<file path="src/rtl/fetch_unit.sv">
// Instruction fetch stage: sequential PC generation, in-order memory request tracking,
// and a small {pc, instr, fault} buffer feeding decode. Redirects flush everything.
module fetch_unit #(
    parameter int              XLEN         = 32,
    parameter logic [XLEN-1:0] RESET_VECTOR = '0,
    parameter int              FIFO_DEPTH   = 4
) (
    input  logic            clk,
    input  logic            reset_n,
    output logic            imem_req_v_o,
    output logic [XLEN-1:0] imem_req_addr_o,
    input  logic            imem_req_ready_i,
    input  logic            imem_rsp_v_i,
    input  logic [31:0]     imem_rsp_instr_i,
    input  logic            imem_rsp_err_i,
    input  logic            flush_v_i,
    input  logic [XLEN-1:0] flush_pc_i,
    output logic            dec_v_o,
    input  logic            dec_ready_i,
    output logic [XLEN-1:0] dec_instr_o,
    output logic [XLEN-1:0] dec_pc_o,
    output logic            dec_fault_o
);

    localparam int              PTR_W     = $clog2(FIFO_DEPTH);
    localparam int              CNT_W     = PTR_W + 1;
    localparam int              DROP_W    = CNT_W + 1;
    localparam logic [CNT_W:0]  DEPTH_C   = (CNT_W + 1)'(FIFO_DEPTH);
    localparam logic [31:0]     NOP_INSTR = 32'h0000_0013;

    logic [XLEN-1:0]   pc;
    logic [CNT_W-1:0]  inflight;
    logic [CNT_W-1:0]  fifo_cnt;
    logic [DROP_W-1:0] drop;

    logic [XLEN-1:0]   pcq_mem [FIFO_DEPTH];
    logic [PTR_W-1:0]  pcq_wr;
    logic [PTR_W-1:0]  pcq_rd;

    logic [XLEN-1:0]   fq_pc    [FIFO_DEPTH];
    logic [31:0]       fq_instr [FIFO_DEPTH];
    logic              fq_fault [FIFO_DEPTH];
    logic [PTR_W-1:0]  fq_wr;
    logic [PTR_W-1:0]  fq_rd;

    logic [CNT_W:0]    credit_used;
    logic              req_v;
    logic              accept;
    logic              rsp_take;
    logic              rsp_drop;
    logic              pop;
    logic [DROP_W-1:0] outstanding;
    logic [DROP_W-1:0] flush_drop;

    // Credit uses registered counts only, so a request never disappears without acceptance.
    assign credit_used = {1'b0, inflight} + {1'b0, fifo_cnt};
    assign req_v       = reset_n & ~flush_v_i & (credit_used < DEPTH_C);
    assign accept      = req_v & imem_req_ready_i;
    assign rsp_take    = imem_rsp_v_i & (drop == '0);
    assign rsp_drop    = imem_rsp_v_i & (drop != '0);
    assign pop         = dec_v_o & dec_ready_i;

    // Stale responses still owed by memory on a redirect, including ones left from an earlier redirect.
    assign outstanding = drop + DROP_W'(inflight);
    assign flush_drop  = (imem_rsp_v_i && outstanding != '0) ? outstanding - DROP_W'(1) : outstanding;

    assign imem_req_v_o    = req_v;
    assign imem_req_addr_o = pc;
    assign dec_v_o         = (fifo_cnt != '0);
    assign dec_pc_o        = fq_pc[fq_rd];
    assign dec_instr_o     = XLEN'(fq_instr[fq_rd]);
    assign dec_fault_o     = fq_fault[fq_rd];

    always_ff @(posedge clk or negedge reset_n) begin
        if (!reset_n) begin
            pc       <= RESET_VECTOR;
            inflight <= '0;
            fifo_cnt <= '0;
            drop     <= '0;
            pcq_wr   <= '0;
            pcq_rd   <= '0;
            fq_wr    <= '0;
            fq_rd    <= '0;
            for (int i = 0; i < FIFO_DEPTH; i++) begin
                pcq_mem[i]  <= '0;
                fq_pc[i]    <= '0;
                fq_instr[i] <= '0;
                fq_fault[i] <= 1'b0;
            end
        end else if (flush_v_i) begin
            pc       <= flush_pc_i & ~XLEN'(3);
            inflight <= '0;
            fifo_cnt <= '0;
            drop     <= flush_drop;
            pcq_wr   <= '0;
            pcq_rd   <= '0;
            fq_wr    <= '0;
            fq_rd    <= '0;
        end else begin
            if (accept) begin
                pc              <= pc + XLEN'(4);
                pcq_mem[pcq_wr] <= pc;
                pcq_wr          <= pcq_wr + PTR_W'(1);
            end
            if (rsp_take) begin
                pcq_rd          <= pcq_rd + PTR_W'(1);
                fq_pc[fq_wr]    <= pcq_mem[pcq_rd];
                fq_instr[fq_wr] <= imem_rsp_err_i ? NOP_INSTR : imem_rsp_instr_i;
                fq_fault[fq_wr] <= imem_rsp_err_i;
                fq_wr           <= fq_wr + PTR_W'(1);
            end
            if (rsp_drop) begin
                drop <= drop - DROP_W'(1);
            end
            if (pop) begin
                fq_rd <= fq_rd + PTR_W'(1);
            end
            inflight <= inflight + CNT_W'(accept) - CNT_W'(rsp_take);
            fifo_cnt <= fifo_cnt + CNT_W'(rsp_take) - CNT_W'(pop);
        end
    end

    // A response with nothing outstanding means the memory broke ordering.
    rsp_without_request : assert property (@(posedge clk) disable iff (!reset_n)
        !(imem_rsp_v_i && inflight == '0 && drop == '0));

endmodule

</file>
<file path="config.mk">
export PLATFORM = sky130hd
export DESIGN_NAME = fetch_unit
export DESIGN_NICKNAME = d
export VERILOG_FILES = /design/src/rtl/fetch_unit.sv
export SDC_FILE = /design/constraint.sdc
export NUM_CORES = 1
export LEC_CHECK = 0
export BUFFER_PORTS_ARGS = -buffer_cell sky130_fd_sc_hd__buf_2
export CORE_MARGIN = 2
export CORE_UTILIZATION = 64
export CTS_CLUSTER_DIAMETER = 200
export CTS_CLUSTER_SIZE = 30
export DETAILED_ROUTE_END_ITERATION = 10
export PLACE_DENSITY = 0.82
export SKIP_CTS_REPAIR_TIMING = 1
export SLEW_MARGIN = 20
export SYNTH_ARGS = -nofsm -noshare
export SYNTH_HDL_FRONTEND = slang
export SYNTH_SLANG_ARGS = --single-unit
</file>
<file path="constraint.sdc">
create_clock -name clk -period 4.3 [get_ports clk]
set_clock_uncertainty 0.05 [all_clocks]
set_input_delay 0.215 -clock clk [delete_from_list [all_inputs] [get_ports clk]]
set_output_delay 0.215 -clock clk [all_outputs]
set_load 0.1 [all_outputs]
</file>
==> results of run 1 <==
-- registers in the layout, indices dropped and copies added, names as in the netlist, 3 cells and up --
register and flops:
fq_fault 4, fifo_cnt 3, imem_req_addr_o 30, pcq_mem 120
drop 4, fq_pc 120, inflight 3, fq_instr 128
-- layer usage --
| layer | share of wire (%) | up-vias | routed length (um) |
|---|---|---|---|
| li1 | - | 5049 | - |
| met5 | 0 | - | 0 |
| met3 | 5.2 | 44 | 2030 |
| met4 | 1.9 | 0 | 749 |
| met2 | 49 | 336 | 19100 |
| met1 | 44 | 6041 | 17300 |
-- placed cells by master, fill, tap and decap left out, drive strengths merged, types with 2 or more instances in the layout --
| cell | count |
|---|---|
| fa | 3 |
| buf | 183 |
| inv | 20 |
| nor3 | 2 |
| or3 | 4 |
| mux2i | 5 |
| ha | 21 |
| mux4 | 93 |
| nand4 | 11 |
| and3 | 4 |
| o311ai | 7 |
| mux2 | 345 |
| clkbuf | 18 |
| nand3 | 23 |
| xnor2 | 12 |
| xor2 | 8 |
| conb | 4 |
| nor2b | 31 |
| a31o | 2 |
| nor2 | 28 |
| a221o | 4 |
| o21ai | 47 |
| a31oi | 2 |
| nand2 | 79 |
| a21oi | 8 |
| nor4 | 8 |
| nand2b | 2 |
| dlygate4sd3 | 34 |
| dfrtp | 420 |
| and2 | 4 |
| and4 | 2 |
| a22oi | 3 |
| a32oi | 2 |
| o211ai | 9 |
-- cell usage after synthesis (all sizes together) (20+ instances only) --
library cell  count  area share [%]
nand3            23            0.60
nor2b            31             1.0
o21ai            47             1.2
nand2            79             1.5
inv              20            0.39
mux4             93              11
clkbuf           46            0.91
mux2            345              20
ha               21             1.4
dfrtp           420              55
buf              48             1.3
nor2             28            0.55
-- stage by stage --
step | std cells | worst slack [ns] | instance area, um2 | util, %
global placement | 1796 | 1.24 | 20300 | 68.7
CTS | 1814 | 1.17 | 20700 | 70.1
floorplan | 1317 | 1.41 | 19200 | -
finish | 1849 | 1.14 | 21100 | 71.3
global route | 1848 | 0.955 | 21100 | 71.3
detailed placement | 1796 | 1.20 | 20300 | 68.7
-- power breakdown --
part	total, mW	internal (mW)	switching (mW)
clock network	1.87	0.724	1.14
logic	4.29	1.42	2.88
registers	5.14	4.58	0.562
-- worst register-to-register path, cell delays in order, from the launching register on --
cell and delay, ns:
dfrtp_1 0.45, inv_1 0.10, ha_1 0.13, nor3b_1 0.20, and2_1 0.59, nand3_4 0.70, buf_4 0.51, mux2_2 0.31
-- cells by family (layout without fill, tap and decap cells) --
group                    Yosys count  in the layout  share of synthesized area [%]
AO/OA/AOI/OAI                     89             89                           3.21
XOR/XNOR                          20             20                          0.914
adder cells (fa/ha/maj)           24             24                           1.68
buffers and inverters            114            255                           2.58
flip-flops                       420            420                           54.9
multiplexers                     443            443                           31.5
other                              1              5                         0.0196
AND/OR/NAND/NOR                  203            203                           5.26
-- area by class of cell --
| class | instances | area [um2] | share of cell area, % |
|---|---|---|---|
| antenna | 1 | 2.50 | 0.0119 |
| tap | 390 | 488 | 2.32 |
| timing repair buffer | 217 | 1350 | 6.40 |
| sequential | 420 | 10500 | 49.9 |
| clock buffer | 18 | 429 | 2.04 |
| inverter | 20 | 75.1 | 0.356 |
| multi-input combinational | 783 | 8220 | 39.0 |
-- worst paths after layout --
path | to | cells past startpoint
setup / recovery | fq_pc[17] | 7
hold / removal | drop[2] | 4
setup reg to reg | fq_pc[17] | 7
hold reg to reg | fq_instr[64] | 2
max in group asynchronous | pcq_rd[0] | 4
min in group asynchronous | fq_instr[72] | 2
==> results.cfg, run 1 <==
[global_route]
met3_usage_pct = 2.26
grt_max_degree = 165
grtUsageTotal_pct = 25.3
antenna_found_initial = 1
grt_pass1_wl_um = 62500
use_met1_pct = 37.7
grt_pass1_vias = 11600
met2_usage_pct = 41.1
grt-ovfl-total = 0
top_usage_layer = met2

[timing]
timing.hold.ws_ns = 0.0562
grt_setup_unrepaired = no
fin_crit_sh_pct = 73.4
period_needed_ns = 3.16
setup_viol = 0
finalSetupTns_ns = 0
finalHoldViolCount = 0
slew_headroom_pct = 29.4
clock.fmax_ghz = 0.317
slew_viol_final = 0
worst_slew_pin_slew_ns = 1.06

[floorplan]
die_h_um = 177
initial_core_util_pct = 64.8
fp.dieW_um = 177
core_area_um2 = 29600
num_io_pins = 170
die_area_um2 = 31300
core.rowCount = 63

[clock_tree]
path_clk_slew_ns = 0.11
clock_sinks = 420
ctsHtreeMaxLevel = 1
cts_buffers = 17
clkLatencyLatePin_ns = 0.52
cts_tree = built
clockBufferDepth = 3
ctsRootBufferMaster = clkbuf_16

[routing]
wl_per_cell_um = 21.2
drt-total-wl_um = 39200
drt-initial-drc-count = 606
antenna_left = 0
drc = 0
dr.pass1.iters = 4
vias = 11500
vias_per_cell = 6.20

[place]
gp_congestion = 0.808
port_buffers = 163
dp_hpwl_um = 24400

[setup_path]
startpoint_type = flip-flop
setup.worst_path.end_class = flip-flop
cp_max_fo = 41
worstPathCellList = inv_1 > ha_1 > nor3b_1 > and2_1 > nand3_4 > buf_4 > mux2_2
crit_family = simple AND/OR/NAND/NOR gates
startpoint = drop[1]
cp.arrival_ns = 3.51
cp_slowest_stage_delay_ns = 0.69
worst-path-buf-inv = 2
timing.rr.start = drop[1]
cp.required_ns = 4.65
cpMaxStageDelayCell = nand3_4
crit_type = flip-flop to flip-flop
r2r_setup_slack_ns = 1.14

[logic_synthesis]
ys_warn_count = 0
synth-main-ff-cell = dfrtp_1
ys_types = 52
synth-seq-cells = 420
synth-async-reset-ratio_pct = 100
avgSynthCellArea_um2 = 14.6
ys_seq_area_share_pct = 54.9
syn-cell-area_um2 = 19200
syn-instance-count = 1314
synth_edf_count = 0

[power_and_ir_drop]
power_density_nw_per_um2 = 536
p_total_mw = 11.3
p_leak_nw = 10.2
ir_worst_vdd_mv = 0.438

[outcome]
outcome = complete, no violations

[min_path]
holdCritStartpoint = imem_rsp_v_i
hp-class = input port to flip-flop

[flow_run]
drv_cap = 0

[layout]
final_net_count = 1554
fillerInstances = 1931
syn_to_final_growth_pct = 10.0
layout-drive-gt1-share_pct = 45.5
Power figures use the tool's default switching activity.
==> run 2: changes to the inputs <==
--- a/config.mk
+++ b/config.mk
@@ -7,11 +7,11 @@
 export LEC_CHECK = 0
 export BUFFER_PORTS_ARGS = -buffer_cell sky130_fd_sc_hd__buf_2
 export CORE_MARGIN = 2
-export CORE_UTILIZATION = 64
+export CORE_UTILIZATION = 60
 export CTS_CLUSTER_DIAMETER = 200
 export CTS_CLUSTER_SIZE = 30
 export DETAILED_ROUTE_END_ITERATION = 10
-export PLACE_DENSITY = 0.82
+export PLACE_DENSITY = 0.77
 export SKIP_CTS_REPAIR_TIMING = 1
 export SLEW_MARGIN = 20
 export SYNTH_ARGS = -nofsm -noshare
==> constraint.sdc (replaced) <==
create_clock -name clk -period 3.06 [get_ports clk]
set_clock_uncertainty 0.05 [all_clocks]
set_input_delay 0.153 -clock clk [delete_from_list [all_inputs] [get_ports clk]]
set_output_delay 0.153 -clock clk [all_outputs]
set_load 0.1 [all_outputs]
==> run 2 against run 1 <==
  * Clock power is 40% higher
  * Sequential power up 38%
  * Sequential share of layout area is 0.73 points lower
  * Final area is 1.5% higher
  * Clock-buffer cell count is the same
  * Flip-flop and latch count unchanged
  * Largest power group unchanged
  * Wire length is 1.6% higher
  * Total power rose by 41%
  * Utilization fell by 3.3 points
  * Highest routed layer unchanged
  * First-iteration DRC count increased by 0.83%
  * Critical path type unchanged
  * Setup slack lost 0.70 ns
  * Non-clock buffer count increased by 22
==> results.cfg, run 2 (synthesized netlist as in run 1, its figures left out) <==
[routing]
dr.pass1.iters = 5
vias = 11500
drt-initial-drc-count = 611
drc = 0
antenna_left = 0
vias_per_cell = 6.09
wl_per_cell_um = 21.2
drt-total-wl_um = 39800

[layout]
syn_to_final_growth_pct = 11.6
final_common_cell = dfrtp_1
multiInputGateArea_um2 = 8220
final_cell_mix = dfrtp_1 (417), mux2_2 (345), buf_2 (162)
fillerInstances = 2179
largest_reg_flops = 128
regArea_um2 = 10500
final_net_count = 1576
antennaDiodeCount = 0
layout-drive-gt1-share_pct = 46.1
top_regs = fq_instr x128, fq_pc x120, pcq_mem x120
regMostFlops = fq_instr

[power_and_ir_drop]
internal-power_mw = 9.49
power_frac_seq_pct = 44.4
pwr-share-comb_pct = 39.2
p_leak_nw = 10.4
ir_worst_vdd_mv = 0.465
sw_frac_of_total_pct = 40.5
power_density_nw_per_um2 = 745
p_sw_mw = 6.45
p_clk_share_pct = 16.4

[timing]
slew_viol_final = 0
slew_headroom_pct = 41.2
worst_slew_pin_slew_ns = 0.875
finalHoldViolCount = 0
grt_setup_unrepaired = no
period_needed_ns = 2.62
clock.fmax_ghz = 0.382
finalSetupTns_ns = 0
setup_slack_ns = 0.439
fin_crit_sh_pct = 85.7
setup_viol = 0

[flow_run]
drv_cap = 0

[global_route]
use_met1_pct = 35.4
grt_pass1_vias = 11700
met2_usage_pct = 40.4
grt_pass1_wl_um = 63700
top_usage_layer = met2
grt-ovfl-total = 0
grtUsageTotal_pct = 24.2
grt_max_degree = 169
met3_usage_pct = 2.59
antenna_found_initial = 1

[min_path]
holdPathStages = 4
holdPathEnd = fq_rd[0]
hp-class = input port to flip-flop
holdCritStartpoint = dec_ready_i

[setup_path]
worstPathCellList = ha_1 > nor4_2 > and4_1 > inv_2 > ha_1 > inv_1 > ha_1 > inv_1 > fa_1 > xnor2_1 > nor2_1
r2r-end = inflight[2]
ff2ff_path_depth = 11
cpMaxStageDelayCell = dfrtp_1
startpoint_type = flip-flop
setup.worst_path.end_class = flip-flop
cp_slowest_stage_delay_ns = 0.43
crit_family = adder cells
cp.arrival_ns = 2.97
worst-path-buf-inv = 3
timing.rr.start = inflight[2]
r2r_setup_slack_ns = 0.44
crit_path_frequent_cell = ha_1
cp.required_ns = 3.41
cp_max_fo = 3
crit_type = flip-flop to flip-flop

[place]
port_buffers = 163
gp_congestion = 0.839
place_ws_ns = 0.462
dp_hpwl_um = 25800

[clock_tree]
ctsRootBufferMaster = clkbuf_16
clockBufferDepth = 3
clock_sinks = 420
cts_tree = built
path_clk_slew_ns = 0.11
ctsHtreeMaxLevel = 1
clkLatencyLatePin_ns = 0.52
cts_buffers = 17

[floorplan]
initial_core_util_pct = 60.9
core.rowCount = 65
die_area_um2 = 33400
fp.dieW_um = 183
die_h_um = 183
core_area_um2 = 31500
num_io_pins = 170

[outcome]
outcome = complete, no violations
run 2: worst reg2reg max path, stage by stage (launching register included):
cell and delay (ns):
dfrtp_1 0.43, ha_1 0.31, nor4_2 0.30, and4_1 0.27
inv_2 0.05, ha_1 0.28, inv_1 0.05, ha_1 0.13
inv_1 0.04, fa_1 0.37, xnor2_1 0.17, nor2_1 0.05
run 2: metrics by stage:
| stage | cell area (um2) | power [mW] | hold slack [ns] | utilization (%) | cells |
|---|---|---|---|---|---|
| final | 21400 | 15.9 | 0.0716 | 68.0 | 1882 |
| after global routing | 21400 | 16.7 | 0.0662 | 68.0 | 1882 |
| after CTS | 21000 | 16.0 | -0.621 | 66.8 | 1846 |
| after detailed placement | 20600 | 13.4 | -0.0512 | 65.4 | 1828 |
| after global placement | 20600 | 13.2 | -0.0516 | 65.4 | 1828 |
| after floorplan | 19200 | 12.1 | -0.193 | - | 1317 |
run 2: worst max-delay path by stage:
stage / startpoint / slack (ns) / cells past startpoint / end
after floorplan: inflight[2] / 0.17 / 14 / inflight[2]
after global placement: inflight[2] / 0.46 / 11 / inflight[2]
after detailed placement: inflight[2] / 0.46 / 11 / inflight[2]
after CTS: fq_rd[0] / 0.42 / 3 / dec_pc_o[23]
after global routing: inflight[2] / 0.22 / 11 / inflight[2]
final: inflight[2] / 0.44 / 11 / inflight[2]
run 2: power by group through the flow:
stage	Clock, mW	Sequential [mW]	Combinational [mW]
after global routing	2.90	7.20	6.61
after global placement	0	7.11	6.13
after floorplan	0	7.25	4.85
after detailed placement	0	7.18	6.26
after CTS	2.71	7.07	6.26
final	2.62	7.08	6.24
run 2: area by class of cell:
cell class | count | area share, %
Clock buffer | 18 | 2.01
Inverter | 20 | 0.351
Timing Repair Buffer | 239 | 7.71
Multi-Input combinational cell | 783 | 38.4
Sequential cell | 420 | 49.2
Tap cell | 402 | 2.35
run 2: per-layer routing:
metal	wire, um	vias up	share of wire [%]
met5	0	-	0
met4	553	0	1.4
met3	1680	35	4.2
met2	19700	287	49
met1	17900	6023	45
li1	-	5107	-
==> run 3: changes to the inputs <==
--- a/config.mk
+++ b/config.mk
@@ -5,8 +5,8 @@
 export SDC_FILE = /design/constraint.sdc
 export NUM_CORES = 1
 export LEC_CHECK = 0
+export ABC_AREA = 1
 export BUFFER_PORTS_ARGS = -buffer_cell sky130_fd_sc_hd__buf_2
-export CORE_MARGIN = 2
 export CORE_UTILIZATION = 60
 export CTS_CLUSTER_DIAMETER = 200
 export CTS_CLUSTER_SIZE = 30
==> run 3 against run 2 <==
  * Largest cell class unchanged
  * Utilization decreased by 0.75 points
  * Wire length grew 17%
  * Setup slack worse by 0.21 ns
  * Area after synthesis is 5.1% higher
  * Maximum frequency down 7.4%
  * Critical path type is now flip-flop to output port
  * Final area grew 3.0%
  * Via count grew 31%
  * Critical path depth shrank 6
  * Die area increased by 2.8%
  * First-iteration DRC count increased by 88%
  * Clock power rose by 2%
==> results.cfg, run 3 <==
[layout]
layout-drive-gt1-share_pct = 22.3
antennaDiodeCount = 0
largest_reg_flops = 128
top_regs = fq_instr x128, fq_pc x120, pcq_mem x120
final_net_count = 2230
syn_to_final_growth_pct = 9.41
final_area_um2 = 22000
final_common_cell = dfrtp_1
final_cell_mix = dfrtp_1 (418), o21ai_0 (309), nand2_1 (265)
regMostFlops = fq_instr
fillerInstances = 2509

[global_route]
grtUsageTotal_pct = 27.6
antenna_found_initial = 0
grt_pass1_vias = 14500
grt-ovfl-total = 0
grt_max_degree = 175
grt_pass1_wl_um = 75400

[setup_path]
startpoint = fq_rd[0]
worst-path-buf-inv = 3
crit_family = buffers and inverters
cp_max_fo = 35
cp.required_ns = 2.86
setup.worst_path.end_class = output port
cpMaxStageDelayCell = dfrtp_4
cp.arrival_ns = 2.63
worstPathCellList = clkinv_2 > buf_4 > o21ai_0 > o22ai_1 > buf_2
crit_end = dec_instr_o[22]
cp_slowest_stage_delay_ns = 0.51
ff2ff_path_depth = 10
timing.rr.start = inflight[1]
startpoint_type = flip-flop
crit_type = flip-flop to output port
r2r_setup_slack_ns = 0.56
r2r-end = pcq_mem[24]
crit_cells = 5

[place]
place_ws_ns = 0.597
gp_congestion = 0.892
dpl_cell_area_um2 = 21200
port_buffers = 163
dp_hpwl_um = 29300

[floorplan]
die_h_um = 185
num_io_pins = 170
core.rowCount = 66
die_area_um2 = 34300
initial_core_util_pct = 61.4
core_area_um2 = 32800
fp.dieW_um = 185

[logic_synthesis]
synth_xor_xnor_area_share_pct = 0.957
synth-seq-cells = 420
synth-async-reset-ratio_pct = 100
synth_top_family_by_area = multiplexers
syn-cell-area_um2 = 20100
ys_warn_count = 0
netlist_top_cells_count = dfrtp_1 (420), o21ai_0 (309), nand2_1 (266)
synth.area.top_cells = dfrtp_1 (52%), mux2_2 (10%), o21ai_0 (7.7%), nand2_1 (5.0%), nor2_1 (4.8%)
yosysMostFrequentCell = dfrtp_1
synth-main-ff-cell = dfrtp_1
synth_mux_area_share_pct = 15.2
synth_top_cell_by_area = dfrtp_1
avgSynthCellArea_um2 = 10.0
synth-adder-area-share_pct = 1.60
yosysTopAreaCellShare_pct = 52.2
synth-simple-area-share_pct = 12.1
syn-instance-count = 2008
synth_compound_area_share_pct = 12.0
ys_types = 38
synth_edf_count = 0
ys_seq_area_share_pct = 52.2

[timing]
period_needed_ns = 2.83
finalHoldViolCount = 0
setup_slack_ns = 0.228
fin_crit_sh_pct = 92.5
slew_viol_final = 0
grt_setup_unrepaired = no
setup_viol = 0
slew_headroom_pct = 37.7
worst_slew_pin_slew_ns = 0.935
clock.fmax_ghz = 0.353
finalSetupTns_ns = 0

[clock_tree]
ctsRootBufferMaster = clkbuf_16
clockBufferDepth = 3
path_clk_slew_ns = 0.12
cts_buffers = 17
clkLatencyLatePin_ns = 0.53
clock_sinks = 420
ctsHtreeMaxLevel = 1
cts_tree = built

[power_and_ir_drop]
power_density_nw_per_um2 = 881
p_leak_nw = 11.0
ir_worst_vdd_mv = 0.609

[routing]
drc = 0
wl_per_cell_um = 18.1
drt-initial-drc-count = 1147
drt-total-wl_um = 46700
dr.pass1.iters = 5
antenna_left = 0
vias_per_cell = 5.81
vias = 15000

[min_path]
holdCritStartpoint = imem_rsp_v_i
holdPathStages = 4
hp-class = input port to flip-flop

[outcome]
outcome = complete, no violations

[flow_run]
drv_cap = 0
-- run 3: changes by cell type in the layout (fill, tap and decap cells not counted), sizes merged, moves of 11 or more --
cell	previous run	this run
xor2	8	21
nor2	28	266
nand2	79	268
o21ai	47	326
xnor2	12	1
inv	20	114
o22ai	0	93
mux4	93	0
nand3	23	41
mux2	345	252
nor2b	31	0
-- run 3: metal layers --
layer / wire length [um] / global-route usage, %
met3: 2720 / 3.70
met5: 0 / 0
met1: 21100 / 40.0
met2: 22200 / 44.9
met4: 612 / 5.42
-- run 3: logic make-up (layout without fill, tap and decap cells) --
kind of cell	Yosys count	count (layout)
mux	252	252
simple gates	595	595
xor+xnor	22	22
other cells	1	4
buf+inv	244	368
flops	420	420
fa+ha+maj	24	24
compound gates	450	450
-- run 3: cell type report --
class                      instances  area [um2]  share of cell area (%)
clock buffer                      19         433                    1.97
inverter                         116         437                    1.98
multi-input combinational       1347        8460                    38.4
sequential                       420       10500                    47.7
tap                              442         553                    2.51
timing repair buffer             233        1640                    7.42
-- run 3: report_power, final --
part	switching [mW]	internal, mW	leakage (nW)
clock	1.64	1.02	0.212
sequential	0.631	6.51	5.65
combinational	7.56	2.04	5.12
total	9.83	9.57	11.0
-- run 3: tightest hold or removal path: stages --
cell and delay [ns]:
buf_2 0.16, nand3_1 0.09, nand3_1 0.09, a21oi_1 0.06
-- run 3: worst min path at each step --
stage | slack, ns | end
finish | 0.0003 | drop[1]
global route | 0.01 | drop[1]
CTS | -0.23 | imem_req_addr_o[19]
detailed placement | 0.33 | imem_req_addr_o[19]
global placement | 0.32 | imem_req_addr_o[27]
floorplan | -0.19 | drop[0]
-- run 3: per-stage QoR --
stage	instances	utilization (%)	hold WS [ns]	power, mW
2_1_floorplan	2011	-	-0.193	14.8
3_3_place_gp	2522	64.8	0.320	16.6
3_5_place_dp	2522	64.8	0.326	16.8
4_1_cts	2541	66.1	-0.228	19.4
5_1_grt	2577	67.2	0.0103	20.4
6_report	2577	67.2	0.000290	19.4
